**src/rtl/lights_out_pkg.sv**
```systemverilog
// Shared types, constants and press-mask helper for the Lights Out core.
// Build option: define TORUS_EN for wrap-around neighbours.
package lights_out_pkg;

    typedef enum logic [1:0] {
        SCRAMBLE = 2'd0,
        PLAY     = 2'd1,
        SOLVED   = 2'd2
    } state_t;

    // Feedback taps 16,14,13,11 expressed as bit positions 15,13,12,10.
    localparam logic [15:0] LFSR_TAPS    = 16'hB400;
    localparam logic [15:0] DEFAULT_SEED = 16'h0001;
    localparam int          MAX_CELLS    = 64;

    function automatic logic [MAX_CELLS-1:0] press_mask(input logic [7:0] idx,
                                                        input int rows,
                                                        input int cols);
        int r;
        int c;
        logic [MAX_CELLS-1:0] m;
        r = int'(idx) / cols;
        c = int'(idx) % cols;
        m = 64'd1 << (r * cols + c);
`ifdef TORUS_EN
        m = m | (64'd1 << (((r + rows - 1) % rows) * cols + c));
        m = m | (64'd1 << (((r + 1) % rows) * cols + c));
        m = m | (64'd1 << (r * cols + (c + cols - 1) % cols));
        m = m | (64'd1 << (r * cols + (c + 1) % cols));
`else
        if (r > 0)        m = m | (64'd1 << ((r - 1) * cols + c));
        if (r < rows - 1) m = m | (64'd1 << ((r + 1) * cols + c));
        if (c > 0)        m = m | (64'd1 << (r * cols + c - 1));
        if (c < cols - 1) m = m | (64'd1 << (r * cols + c + 1));
`endif
        return m;
    endfunction

endpackage

```
**src/rtl/lights_out_lfsr.sv**
```systemverilog
// 16-bit Fibonacci LFSR with seed load, zero-seed fixup and advance enable.
module lights_out_lfsr
    import lights_out_pkg::*;
(
    input  logic        clk,
    input  logic        load,
    input  logic [15:0] seed,
    input  logic        adv,
    output logic [7:0]  sample
);

    logic [15:0] lfsr_r;
    logic        fb_s;

    assign fb_s   = ^(lfsr_r & LFSR_TAPS);
    assign sample = lfsr_r[7:0];

    // Load (never with an all-zero lock-up value) or shift one step.
    always_ff @(posedge clk) begin
        if (load) begin
            lfsr_r <= (seed == 16'h0000) ? DEFAULT_SEED : seed;
        end else if (adv) begin
            lfsr_r <= {lfsr_r[14:0], fb_s};
        end
    end

endmodule

```
**src/rtl/lights_out_grid.sv**
```systemverilog
// Lights Out game core: LFSR scramble, edge-detected presses, move count, win.
// Build option: define TORUS_EN for wrap-around neighbours.
module lights_out_grid
    import lights_out_pkg::*;
#(
    parameter int ROWS           = 3,
    parameter int COLS           = 3,
    parameter int SCRAMBLE_MOVES = 8,
    parameter int MOVE_W         = 8
) (
    input  logic                   clk,
    input  logic                   rst_n,
    input  logic                   ena,
    input  logic [ROWS*COLS-1:0]   btn,
    input  logic [15:0]            seed,
    output logic [ROWS*COLS-1:0]   field,
    output logic                   busy,
    output logic                   solved,
    output logic [MOVE_W-1:0]      moves
);

    localparam int              NCELL   = ROWS * COLS;
    localparam int              CNT_W   = $clog2(SCRAMBLE_MOVES + 1);
    localparam logic [CNT_W-1:0] SCR_CNT = CNT_W'(SCRAMBLE_MOVES);
    localparam logic [7:0]      NCELL_B = 8'(NCELL);

    state_t               state_r, state_nxt_s;
    logic [NCELL-1:0]     field_r, field_nxt_s;
    logic [NCELL-1:0]     btn_q_r;
    logic [NCELL-1:0]     edge_s;
    logic [MOVE_W-1:0]    moves_r, moves_nxt_s;
    logic [CNT_W-1:0]     count_r, count_nxt_s;
    logic                 busy_r;
    logic                 solved_r;
    logic [7:0]           lfsr_s;
    logic [7:0]           scr_idx_s;
    logic [7:0]           win_s;
    logic [MAX_CELLS-1:0] scr_mask_s;
    logic [MAX_CELLS-1:0] win_mask_s;

    lights_out_lfsr u_lfsr (
        .clk    (clk),
        .load   (~rst_n),
        .seed   (seed),
        .adv    (ena && (state_r == SCRAMBLE)),
        .sample (lfsr_s)
    );

    assign scr_idx_s  = lfsr_s % NCELL_B;
    assign edge_s     = btn & ~btn_q_r;
    assign scr_mask_s = press_mask(scr_idx_s, ROWS, COLS);
    assign win_mask_s = press_mask(win_s, ROWS, COLS);

    // Lowest-index rising edge wins; scan downward so the last hit is the lowest.
    always_comb begin
        win_s = 8'd0;
        for (int i = NCELL - 1; i >= 0; i--) begin
            if (((edge_s >> i) & NCELL'(1)) != '0) begin
                win_s = 8'(i);
            end else begin
                win_s = win_s;
            end
        end
    end

    // Next-state and datapath update for scramble, play and solved.
    always_comb begin
        state_nxt_s = state_r;
        field_nxt_s = field_r;
        moves_nxt_s = moves_r;
        count_nxt_s = count_r;
        case (state_r)
            SCRAMBLE: begin
                field_nxt_s = field_r ^ scr_mask_s[NCELL-1:0];
                if (count_r != SCR_CNT) begin
                    count_nxt_s = count_r + CNT_W'(1);
                end else begin
                    count_nxt_s = count_r;
                end
                // Keep pressing past the budget until the board is not already solved.
                if ((count_nxt_s == SCR_CNT) && (field_nxt_s != '0)) begin
                    state_nxt_s = PLAY;
                end else begin
                    state_nxt_s = SCRAMBLE;
                end
            end
            PLAY: begin
                if (edge_s != '0) begin
                    field_nxt_s = field_r ^ win_mask_s[NCELL-1:0];
                    if (moves_r != {MOVE_W{1'b1}}) begin
                        moves_nxt_s = moves_r + MOVE_W'(1);
                    end else begin
                        moves_nxt_s = moves_r;
                    end
                    if (field_nxt_s == '0) begin
                        state_nxt_s = SOLVED;
                    end else begin
                        state_nxt_s = PLAY;
                    end
                end else begin
                    state_nxt_s = PLAY;
                end
            end
            SOLVED: begin
                state_nxt_s = SOLVED;
            end
            default: begin
                state_nxt_s = SCRAMBLE;
            end
        endcase
    end

    // State and output registers; ena low freezes everything except reset.
    always_ff @(posedge clk) begin
        if (!rst_n) begin
            state_r  <= SCRAMBLE;
            field_r  <= '0;
            moves_r  <= '0;
            count_r  <= '0;
            busy_r   <= 1'b1;
            solved_r <= 1'b0;
            btn_q_r  <= btn;
        end else if (ena) begin
            state_r  <= state_nxt_s;
            field_r  <= field_nxt_s;
            moves_r  <= moves_nxt_s;
            count_r  <= count_nxt_s;
            busy_r   <= (state_nxt_s == SCRAMBLE);
            solved_r <= (state_nxt_s == SOLVED);
            btn_q_r  <= btn;
        end
    end

    assign field  = field_r;
    assign busy   = busy_r;
    assign solved = solved_r;
    assign moves  = moves_r;

endmodule

```
**config.mk**
```make
export PLATFORM = sky130hd
export DESIGN_NAME = lights_out_grid
export DESIGN_NICKNAME = d
export VERILOG_FILES = /design/src/rtl/lights_out_pkg.sv /design/src/rtl/lights_out_lfsr.sv /design/src/rtl/lights_out_grid.sv
export SDC_FILE = /design/constraint.sdc
export NUM_CORES = 1
export LEC_CHECK = 0
export CORE_MARGIN = 10
export CORE_UTILIZATION = 61
export CTS_CLUSTER_DIAMETER = 40
export CTS_CLUSTER_SIZE = 12
export DETAILED_ROUTE_END_ITERATION = 8
export PLACE_DENSITY_LB_ADDON = 0.05
export SYNTH_ARGS = -nofsm -noshare
export SYNTH_HDL_FRONTEND = slang
export SYNTH_HIERARCHICAL = 1
export SYNTH_SLANG_ARGS = --single-unit
```
**constraint.sdc**
```tcl
create_clock -name clk -period 16.5 [get_ports clk]
set_input_delay 3.3 -clock clk [delete_from_list [all_inputs] [get_ports clk]]
set_output_delay 3.3 -clock clk [all_outputs]
set_load 0.02 [all_outputs]
```
# Word-level counts from Yosys, hierarchy flattened
# Cells that the tools add are included.
classes:
  n_div: 5
  n_bitwise: 12
  n_mul: 6
  reduce_logical: 13
  n_addsub: 16
  eq_ne: 9
  muxes: 30
  n_lt_le_gt_ge: 8
  shifts: 10
ops:
  columns: ["operator", "n"]
  rows:
  - ["1-bit by 32-bit left shift with 9-bit output, first input constant", 10]
  - ["32-bit adder", 6]
  - ["32-bit by 3-bit multiplier with 32-bit output, second input constant", 6]
  - ["32-bit by 2-bit adder with 32-bit output, second input constant", 4]
  - ["32-bit by 1-bit greater-than comparator with 1-bit output, second input constant", 4]
  - ["32-bit by 3-bit less-than comparator with 1-bit output, second input constant", 4]
  - ["32-bit by 2-bit subtractor with 32-bit output, second input constant", 4]
  - ["9-bit two-way mux", 11]
  - ["9-bit bitwise OR", 8]
  - ["9-bit by 3-bit divider with 32-bit output, second input constant", 2]
  - ["9-bit by 3-bit remainder unit with 32-bit output, second input constant", 2]
  - ["8-bit two-way mux", 7]
  - ["16-bit two-way mux", 3]
  - ["9-bit one-hot mux with 2 select lines", 1]
  - ["9-bit nonzero test", 2]
  - ["9-bit XOR", 2]
  - ["16-bit logical NOT", 1]
  - ["4-bit two-way mux", 4]
  - ["16-bit XOR reduction", 1]
  - ["9-bit bitwise AND", 1]
  - ["9-bit logical NOT", 1]
  - ["9-bit inverter", 1]
  - ["8-bit by 1-bit adder with 8-bit output, second input constant", 1]
  - ["8-bit by 4-bit remainder unit with 8-bit output, second input constant", 1]
  - ["other kinds (17)", 22]
totals:
  wordCells: 117
  input_bits: 28
  ff_bits: 50
  out_inout_bits: 19

# Depth between registers and ports, before layout
depth:
  depth_word: 30
  mapped_depth: 72
  mapped_depth_nobuf: 66

# By module
# Netlist, hierarchy kept.
modules_own_cells:
  columns: ["mod", "cells_per_inst", "seq_area_each_um2", "n_inst", "area_each_um2"]
  rows:
  - ["lights_out_grid", 1941, 770.7, 1, 14121.0]
  - ["lights_out_lfsr", 52, 480.5, 1, 845.8]

# Worst setup path before layout
# Ideal clock, no wire load.
synth_path:
  path_type: "reg2reg"
  start: "register u_lfsr.lfsr_r[3]"
  end: "register state_r[0]"
  path_stages_with_launch: 70
  path_slack_ns: 1.957
  setup_time_ns: 0.114
  n_path_buf: 5
  arrival_time_ns: 14.430
  period_less_slack_ns: 14.543
  t_required_ns: 16.386
  cell_sequence: "edfxtp_1 buf_4 buf_4 nor2b_1 a21oi_1 mux2_2 and2_1 ha_1 o41ai_4 and2_1 buf_6 xnor2_1 ha_1 nand2_1 and4_1 or4_1 o221ai_1 nor3_2 [... 34 more ...] o21bai_1 a21oi_1 o21ai_0 a2111oi_0 nor3_1 nor2_1 nor3_1 a311o_1 or4_1 nor3_1 and4_1 nand4_1 and2_1 a211oi_1 o21ai_0 a22oi_1 a41oi_2 a21o_1"
synth_via:
  elab_chain_len: 19
synth_rtl:
  columns: ["element", "line_no", "rtl"]
  rows:
  - ["start: declaration", "lights_out_lfsr.sv:12", "logic [15:0] lfsr_r;"]
  - ["start signal: assignment", "lights_out_lfsr.sv:21", "lfsr_r <= (seed == 16'h0000) ? DEFAULT_SEED : seed;"]
  - ["start signal: assignment", "lights_out_lfsr.sv:23", "lfsr_r <= {lfsr_r[14:0], fb_s};"]
  - ["8-bit by 4-bit remainder unit with 8-bit output *", "lights_out_grid.sv:49", "assign scr_idx_s = lfsr_s % NCELL_B;"]
  - ["9-bit by 3-bit divider with 32-bit output", "lights_out_pkg.sv:22", "r = int'(idx) / cols;"]
  - ["32-bit by 2-bit subtractor with 32-bit output", "lights_out_pkg.sv:31", "if (r > 0) m = m | (64'd1 << ((r - 1) * cols + c));"]
  - ["32-bit by 3-bit multiplier with 32-bit output", "lights_out_pkg.sv:31", null]
  - ["32-bit adder", "lights_out_pkg.sv:31", null]
  - ["1-bit by 32-bit left shift with 9-bit output", "lights_out_pkg.sv:31", null]
  - ["9-bit bitwise OR", "lights_out_pkg.sv:31", null]
  - ["9-bit two-way mux", "lights_out_pkg.sv:31", null]
  - ["[... 3 more ...]", null, null]
  - ["9-bit two-way mux", "lights_out_pkg.sv:33", "if (c > 0) m = m | (64'd1 << (r * cols + c - 1));"]
  - ["9-bit bitwise OR", "lights_out_pkg.sv:34", "if (c < cols - 1) m = m | (64'd1 << (r * cols + c + 1));"]
  - ["9-bit two-way mux *", "lights_out_pkg.sv:34", null]
  - ["9-bit XOR *", "lights_out_grid.sv:74", "field_nxt_s = field_r ^ scr_mask_s[NCELL-1:0];"]
  - ["9-bit nonzero test *", "lights_out_grid.sv:81", "if ((count_nxt_s == SCR_CNT) && (field_nxt_s != '0)) begin"]
  - ["1-bit logical AND *", "lights_out_grid.sv:81", null]
  - ["1-bit two-way mux *", "lights_out_grid.sv:81", null]
  - ["2-bit one-hot mux with 3 select lines *", "lights_out_grid.sv:72", "case (state_r)"]
  - ["end signal: assignment", "lights_out_grid.sv:124", "state_r <= state_nxt_s;"]
  - ["end: declaration", "lights_out_grid.sv:27", "state_t state_r, state_nxt_s;"]
# Every way passes the cells marked *; elsewhere a longest branch is shown, timed or not.
# A chain may end at the register's enable or synchronous reset.

# Worst setup path after layout
layout_path:
  start: "register u_lfsr.lfsr_r[4]"
  end: "register state_r[0]"
# Same word-level chain as after synthesis.

==> impl_results.md <==
* Net count, final at 2279
* Total die area at 0.0312 mm^2
* Area of the multi-input gates at 0.0127 mm^2
* Critical path required time at 16680 ps
* Worst-Margin Slew at 965 ps
* DRT iter0 DRCs at 1559
* Slowest Stage Delay on Critical Path at 600 ps
* Setup violators final at 0
* Met1 GRT Util at 34.1%
* Syn-to-layout area delta at 6.13%
* Layout Utilization at 65.5%
* Drt total wl at 41.9 mm
* Hold Vio Cnt, Final at 0
* Slew margin rel. at 35.7%
* Commonest non-fill, non-tap cell in the layout: ha_1
* Top FF cell, synth: edfxtp_1
* Cell Area, Synth at 0.0150 mm^2
* Critical Path AT at 15770 ps
* Clock Skew at 6.40 ps
* DRT Pass-1 Iters at 6
* Worst-path clk slew at 70 ps
* Slowest stage cell, crit path: or4_1
* CTS root buffer: clkbuf_16
* Most frequent cells in the layout: ha_1 (202), inv_1 (190), nor2_1 (160)
* DR vias/cell at 6.48
* FF/Latch Area at 0.00125 mm^2
* Post-synthesis sequential area ratio at 8.36%
* I/O Buffers at 46
* H-tree depth at 2
* Remaining global-route overflow at 0
* Initial core utilization at 61.7%
* Share of cells above drive strength 1 at 6.14%
* CTS Hold Buffers Added at 0
* Antenna-violating nets left at 0
* Final min period at 15590 ps
* Largest net degree at the start of global routing at 29
* Yosys warning count at 6
* Fillers at 2172
* Core area at 0.0242 mm^2
* Clock tree buffer depth at 2
* Io pins at 47
* Cts bufs inserted at 5
* Post-DP HPWL at 34.0 mm
* GR peak layer: met2
* Die width at 177 um
* Via count at 15100
* DRC at 0
* Routability Congestion at 1.00
* Avg Cell Area, Syn at 7.51 um^2
* Wire per inst at 18.0 um
* Met3 track demand over resource at 2.26%
* Met2 Track Usage GR at 44.9%
* WS Path Type: register to register
* CTS tree: done
* Clk Latency, worst-skew pair at 290 ps
* Ant diodes at 0
* Status: complete, no violations
* Std cell rows at 57
* Post-route setup slack at 911 ps
* Worst-path fanout max at 13
* Startpoint Class: register
* Max-cap violation count at 0
* Max Fclk at 0.0641 GHz
* Initial antenna violation count at 0
* First-pass GRT wire length at 69.3 mm
* All-Layer GR Usage at 26.0%
* Synth Register Bits at 50
* Cell count after synthesis at 1993
* Slew Viols, Final at 0
* Post-synth ARST share at 0%
* Post-synth EDFFs at 25
* Buf+Inv Stages, Crit Path at 4
* Die Ht at 177 um
* Synth unique cells at 114
* Crit path max-delay family: simple AND/OR/NAND/NOR gates
* HP Class: register to register
* Worst slack, placed at 112 ps
* Final critical-path share of the clock period at 94.5%
* Vias in the first global route at 14100
* Most used cell, CP: ha_1
* CTS sink count at 50
* Critical Path End Type: register
## through the flow
step / std cells / setup TNS (ps) / cell area, um^2 / hold WS [ps]
2_1_floorplan: 1996 / 0 / 15000 / 496
3_3_place_gp: 2312 / 0 / 15600 / 488
3_5_place_dp: 2312 / 0 / 15600 / 511
4_1_cts: 2320 / 0 / 15800 / 520
5_1_grt: 2327 / -10.4 / 15900 / 564
6_report: 2327 / 0 / 15900 / 516
## state kept, by name (all words and copies together), names as in the netlist
name,cells
btn_q_r,9
busy,1
count_r,4
field,9
moves,8
solved,1
state_r,2
u_lfsr/lfsr_r,16
## worst register-to-register path, delay by kind of cell, from the launching register on
| family | cells | cell delay [ps] |
|---|---|---|
| flops | 1 | 520 |
| mux | 1 | 310 |
| fa+ha+maj | 9 | 2600 |
| compound gates | 19 | 4290 |
| simple gates | 24 | 6470 |
| xor+xnor | 4 | 750 |
| buf+inv | 4 | 540 |
## layer usage
layer	up-vias	part of all wire, %
met5	-	0
met3	73	5.2
met1	7064	44
met4	0	2.2
li1	7360	-
met2	583	48
## logic make-up (layout without fill, tap and decap cells)
family / count (synthesis) / count (layout) / synth area share [%]
adders and majority gates: 249 / 249 / 23.2
buffers and inverters: 268 / 275 / 7.40
and+or+nand+nor: 710 / 710 / 24.7
DFF: 50 / 50 / 8.36
muxes: 40 / 40 / 3.11
xor gates and xnor gates: 99 / 99 / 5.84
AOI/OAI and AO/OA: 575 / 575 / 27.4
other: 2 / 5 / 0.0502
## cell type report
cell class	instances	area share [%]
Clock buffer	5	0.788
Timing Repair Buffer	70	4.03
Sequential cell	50	7.88
Tap cell	324	2.55
Inverter	197	4.67
Clock inverter	3	0.252
Multi-Input combinational cell	1678	79.8
## repair_timing
item                       in CTS  in global routing
setup endpoints to repair       0                 11
gates resized for setup         0                 17
setup buffers                   0                  7
## synthesized netlist by cell type, types with 25 or more instances
cell / n / area share [%]
nand4_1: 36 / 1.5
a21oi_1: 145 / 4.8
nor3_1: 63 / 2.1
clkbuf_1: 41 / 1.0
inv_1: 191 / 4.8
fa_1: 47 / 6.3
a31oi_1: 27 / 1.1
edfxtp_1: 25 / 5.0
dfxtp_1: 25 / 3.3
o21ai_0: 80 / 2.7
nand3_1: 63 / 2.1
nor2_1: 161 / 4.0
nand2b_1: 58 / 2.4
nand2_1: 133 / 3.3
nor2b_1: 27 / 1.1
a211oi_1: 27 / 1.4
a21o_1: 33 / 1.7
and2_1: 32 / 1.3
xnor2_1: 77 / 4.5
ha_1: 202 / 17
## final timing paths
kind              depth (start not counted)  slack [ps]    endpoint        startpoint
hold reg to reg                           2         520    moves[5]          moves[5]
setup / recovery                         61         910  state_r[0]  u_lfsr/lfsr_r[4]
setup reg to reg                         61         910  state_r[0]  u_lfsr/lfsr_r[4]
hold / removal                            2         520    moves[5]          moves[5]
Power is left out: the tool's default activity adds up to more than one toggle a clock period on the data nets, which glitch-free logic cannot reach.
